$ cat src/rtl/uart_pkg.sv
// Shared UART definitions: FSM states, line idle level, default frame geometry.
// No logic; constants only. Also consumed by the future uart_tx.
// No backpressure involved.
package uart_pkg;

  typedef enum logic [2:0] {
    IDLE,
    START,
    DATA,
    PARITY,
    STOP,
    BREAK
  } uart_state_t;

  localparam logic UART_IDLE_LEVEL     = 1'b1;
  localparam int   UART_DEF_OVERSAMPLE = 16;
  localparam int   UART_DEF_DATA_BITS  = 8;

endpackage

$ cat src/rtl/uart_sync2.sv
// Two-flop synchronizer for an asynchronous input, reset value parameterized.
// Latency: 2 clk_in cycles. No backpressure.
// Reused for any async pin; RST_VAL should match the pin's idle level.
module uart_sync2 #(
  parameter logic RST_VAL = 1'b0
) (
  input  logic clk_in,
  input  logic rst,
  input  logic d,
  output logic q
);

  logic meta;

  always_ff @(posedge clk_in or posedge rst) begin
    if (rst) begin
      meta <= RST_VAL;
      q    <= RST_VAL;
    end else begin
      meta <= d;
      q    <= meta;
    end
  end

endmodule

$ cat src/rtl/uart_rx.sv
// UART receiver, 16x oversampled, optional even parity via UART_RX_PARITY_EN.
// Latency: data_valid 155 clk_in after start edge (8N1, baud_tick tied high).
// Backpressure: none; a byte landing while one is pending overwrites it and pulses overrun.
module uart_rx
  import uart_pkg::*;
#(
  parameter int DATA_BITS  = UART_DEF_DATA_BITS,
  parameter int OVERSAMPLE = UART_DEF_OVERSAMPLE
) (
  input  logic                 clk_in,
  input  logic                 rst,
  input  logic                 baud_tick,
  input  logic                 rx_serial,
  input  logic                 data_ack,
  output logic [DATA_BITS-1:0] data_out,
  output logic                 data_valid,
  output logic                 frame_error,
  output logic                 overrun,
  output logic                 busy
`ifdef UART_RX_PARITY_EN
  ,
  output logic                 parity_error
`endif
);

  localparam int CNT_W = $clog2(OVERSAMPLE);
  localparam int IDX_W = $clog2(DATA_BITS);
  localparam logic [CNT_W-1:0] CNT_MID  = CNT_W'(OVERSAMPLE / 2 - 1);
  localparam logic [CNT_W-1:0] CNT_END  = CNT_W'(OVERSAMPLE - 1);
  localparam logic [IDX_W-1:0] IDX_LAST = IDX_W'(DATA_BITS - 1);

  uart_state_t          state;
  logic [CNT_W-1:0]     cnt;
  logic [IDX_W-1:0]     idx;
  logic [DATA_BITS-1:0] shreg;
  logic                 rx_s;
`ifdef UART_RX_PARITY_EN
  logic                 par_bit;
`endif

  uart_sync2 #(.RST_VAL(UART_IDLE_LEVEL)) u_sync (
    .clk_in (clk_in),
    .rst    (rst),
    .d      (rx_serial),
    .q      (rx_s)
  );

  always_ff @(posedge clk_in or posedge rst) begin
    if (rst) begin
      state       <= IDLE;
      cnt         <= '0;
      idx         <= '0;
      shreg       <= '0;
      data_out    <= '0;
      data_valid  <= 1'b0;
      frame_error <= 1'b0;
      overrun     <= 1'b0;
      busy        <= 1'b0;
`ifdef UART_RX_PARITY_EN
      par_bit      <= 1'b0;
      parity_error <= 1'b0;
`endif
    end else begin
      frame_error <= 1'b0;
      overrun     <= 1'b0;
`ifdef UART_RX_PARITY_EN
      parity_error <= 1'b0;
`endif
      if (data_ack && data_valid) data_valid <= 1'b0;
      // A completing frame below overrides the ack-clear above.
      if (baud_tick) begin
        case (state)
          IDLE: begin
            if (rx_s != UART_IDLE_LEVEL) begin
              state <= START;
              cnt   <= '0;
              busy  <= 1'b1;
            end
          end
          START: begin
            if (cnt == CNT_MID) begin
              cnt <= '0;
              if (rx_s != UART_IDLE_LEVEL) begin
                state <= DATA;
                idx   <= '0;
              end else begin
                state <= IDLE;
                busy  <= 1'b0;
              end
            end else begin
              cnt <= cnt + 1'b1;
            end
          end
          DATA: begin
            if (cnt == CNT_END) begin
              cnt   <= '0;
              shreg <= {rx_s, shreg[DATA_BITS-1:1]};
              if (idx == IDX_LAST) begin
`ifdef UART_RX_PARITY_EN
                state <= PARITY;
`else
                state <= STOP;
`endif
              end else begin
                idx <= idx + 1'b1;
              end
            end else begin
              cnt <= cnt + 1'b1;
            end
          end
`ifdef UART_RX_PARITY_EN
          PARITY: begin
            if (cnt == CNT_END) begin
              cnt     <= '0;
              par_bit <= rx_s;
              state   <= STOP;
            end else begin
              cnt <= cnt + 1'b1;
            end
          end
`endif
          STOP: begin
            if (cnt == CNT_END) begin
              cnt <= '0;
              if (rx_s == UART_IDLE_LEVEL) begin
                data_out   <= shreg;
                data_valid <= 1'b1;
                overrun    <= data_valid && !data_ack;
`ifdef UART_RX_PARITY_EN
                parity_error <= (par_bit != ^shreg);
`endif
                state <= IDLE;
                busy  <= 1'b0;
              end else begin
                frame_error <= 1'b1;
                state       <= BREAK;
              end
            end else begin
              cnt <= cnt + 1'b1;
            end
          end
          BREAK: begin
            if (rx_s == UART_IDLE_LEVEL) begin
              state <= IDLE;
              busy  <= 1'b0;
            end
          end
          default: begin
            state <= IDLE;
            busy  <= 1'b0;
          end
        endcase
      end
    end
  end

endmodule

$ cat config.mk
export PLATFORM = sky130hd
export DESIGN_NAME = uart_rx
export DESIGN_NICKNAME = d
export VERILOG_FILES = /design/src/rtl/uart_pkg.sv /design/src/rtl/uart_sync2.sv /design/src/rtl/uart_rx.sv
export SDC_FILE = /design/constraint.sdc
export NUM_CORES = 1
export LEC_CHECK = 0
export BUFFER_PORTS_ARGS = -buffer_cell sky130_fd_sc_hd__buf_2
export CAP_MARGIN = 40
export CORE_MARGIN = 4
export CORE_UTILIZATION = 55
export CTS_CLUSTER_DIAMETER = 50
export DETAILED_ROUTE_END_ITERATION = 8
export GPL_TIMING_DRIVEN = 0
export PLACE_DENSITY = 0.83
export SETUP_SLACK_MARGIN = 0.4
export SLEW_MARGIN = 15
export SYNTH_ARGS = -nofsm -noshare
export SYNTH_HDL_FRONTEND = slang
export SYNTH_SLANG_ARGS = --single-unit
$ cat constraint.sdc
create_clock -name clk_in -period 2.4 [get_ports clk_in]
set_input_delay 0.48 -clock clk_in [delete_from_list [all_inputs] [get_ports clk_in]]
set_output_delay 0.48 -clock clk_in [all_outputs]
set_load 0.03 [all_outputs]
==> results.cfg <==
[cts]
worstSkewPairLatency_ns = 0.34
tritoncts = yes
cts.sink_count = 32
cts_root_buf = clkbuf_4
cts_made_buffers = 5
path_clk_slew_ns = 0.11
clk_path_buf_depth = 2
htreeDepth = 2

[pwr]
peakVddDrop_v = 0.000846
powerDensity_nw_per_um2 = 846
p_leak_nw = 0.890

[cells_and_area]
drive_above_1_share_pct = 38.6
diodes = 0
final_nets = 152
area_growth_pct = 16.2

[synthesis]
synth-seq-cells = 32
yosys.area.top_type = dfrtp_1
synth_flop_cell = dfrtp_1
async_reset_ff_share_pct = 100
synth_area_leaders = dfrtp_1 50%, mux2_4 8.0%, mux2_2 7.5%
syn_area_per_cell_sq_um = 12.6
netlist_instances = 119
synth_common_cells = 30 x dfrtp_1, 10 x mux2_2, 9 x o21ai_0
yosysUniqueCellTypes = 38
synth_nets = 127
synth-seq-area-share_pct = 53.5
synth_top_area_share_pct = 50.0
syn-cell-area_sq_um = 1500
yosysWarnings = 0
synth-edff-count = 0
yosysMostFrequentCell = dfrtp_1

[setup_path]
arrival_ns = 2.16
path_max_fanout = 10
critPathMaxStageDelay_ns = 0.43
worstPathRequired_ns = 2.62
crit_top_cell = buf_6
r2r_slack_ns = 0.46
endpoint_kind = register
start_kind = register
critical_path_class = register to register
crit_slowest_cell = or4_4
path_cells = buf_6 > or3b_4 > or4_4 > buf_6 > mux2_4

[die]
coreArea_sq_um = 2540
die_w_um = 60.2
io_pins = 17
die-area_sq_um = 3630
die-height_um = 60.2
rows = 18
initial_utilization_pct = 58.9

[global_routing]
grt_pass1_wl_um = 4770
grt_max_degree = 18
gr-total-overflow = 0
grt_pass1_vias = 1004
antenna_found_initial = 0
grt_use_total_pct = 18.1

[sta]
setup_violations = 0
drv_slew = 0
finalSetupTns_ns = 0
skew_ns = 0.0143
fin_crit_ns = 1.94
period_share_pct = 80.8
slew_headroom_pct = 53.9
rsz0062_at_grt = false
max_freq_mhz = 516
holdWs_ns = 0.228
worst_pin_slew_ns = 0.691
finalHoldViolations = 0

[placed_design]
routabilityCongestion = 0.878
port_buffers = 16
dp_hpwl_um = 2000

[drt]
vias = 1045
drtAntennaViolNets = 0
drtIter0Drc = 44
drc = 0
viasPerCell = 5.97
wire_per_inst_um = 16.1
dr.pass1.iters = 4
wl_um = 2820

[status]
outcome = complete, no violations

[min_path]
hold_path_class = input pin to asynchronous set/reset pin

[run]
maxCapViolations = 0
metal layers:
metal  track usage, %  wire length (um)  vias to the layer above
met5                0                 0                        -
li1                 -                 -                      490
met1             24.3              1250                      515
met3             6.70               166                        4
met2             26.9              1380                       36
met4             6.65                28                        0
what timing repair did:
item,4_1_cts,5_1_grt
resized for setup,0,5
endpoints found under the setup margin,0,11
hold buffers,0,0
buffers inserted,0,1
cell families after synthesis:
logic type | share of synthesized area, %
mux | 16.2
buf+inv | 3.34
compound gates | 10.5
flops | 53.5
simple gates | 12.1
xor+xnor | 1.17
fa+ha+maj | 3.17
worst max-delay path, delay by kind of cell, from the launching register on:
kind	cells	cell delay (ns)
flip-flops	1	0.39
buffers and inverters	2	0.31
multiplexers	1	0.30
AND/OR/NAND/NOR	2	0.82
through the flow:
stage          power, mW  instance area [sq um]  instances  utilization, %  setup slack (ns)
2_1_floorplan      0.962                   1500        119               -             0.559
3_3_place_gp        1.03                   1620        165            63.6             0.468
3_5_place_dp        1.06                   1650        166            64.7             0.423
4_1_cts             1.46                   1720        174            67.7             0.407
5_1_grt             1.57                   1740        175            68.5             0.394
6_report            1.47                   1740        175            68.5             0.461
flip-flops by register name, summed over array words and instances, names as in the netlist:
signal / cells
u_sync.q: 1
frame_error: 1
state: 3
shreg: 8
u_sync.meta: 1
cnt: 4
overrun: 1
data_out: 8
busy: 1
data_valid: 1
idx: 3
power breakdown:
group          leakage (nW)  internal (mW)  total, mW  switching [mW]
sequential            0.429          0.600      0.657          0.0564
clock                0.0422          0.218      0.400           0.182
combinational         0.418          0.186      0.417           0.231
cells in the final DEF, fill, tap and decap left out, types with 2 or more instances in the layout:
cell and instances:
clkbuf_4 5, inv_1 5, mux2_4 8, clkbuf_1 2, o211ai_1 2, nor2_1 6
nand3_1 3, o41ai_1 3, nor3_1 2, mux2_2 10, a21oi_1 3, o21ai_0 9
nand2b_1 2, buf_2 16, xnor2_1 2, buf_4 2, and3_1 3, ha_1 3
or3b_4 3, dfrtp_1 30, nand2_1 3, o31ai_1 2, buf_6 2, dfstp_2 2
area by class of cell:
type	count	area [sq um]
Inverter	5	18.8
Clock buffer	6	41.3
Timing Repair Buffer	18	115
Tap cell	30	37.5
Sequential cell	32	803
Clock inverter	2	35.0
Buffer	4	33.8
Fill cell	202	802
Multi-Input combinational cell	78	658
worst paths after layout:
check                            start          end  depth (start not counted)
setup / recovery              state[0]  data_out[5]                          5
hold / removal                     rst       cnt[1]                          2
setup reg to reg              state[0]  data_out[5]                          5
hold reg to reg            u_sync.meta     u_sync.q                          0
max in group asynchronous          rst     u_sync.q                          3
min in group clk_in          rx_serial  u_sync.meta                          1
(Power assumes the default switching activity.)
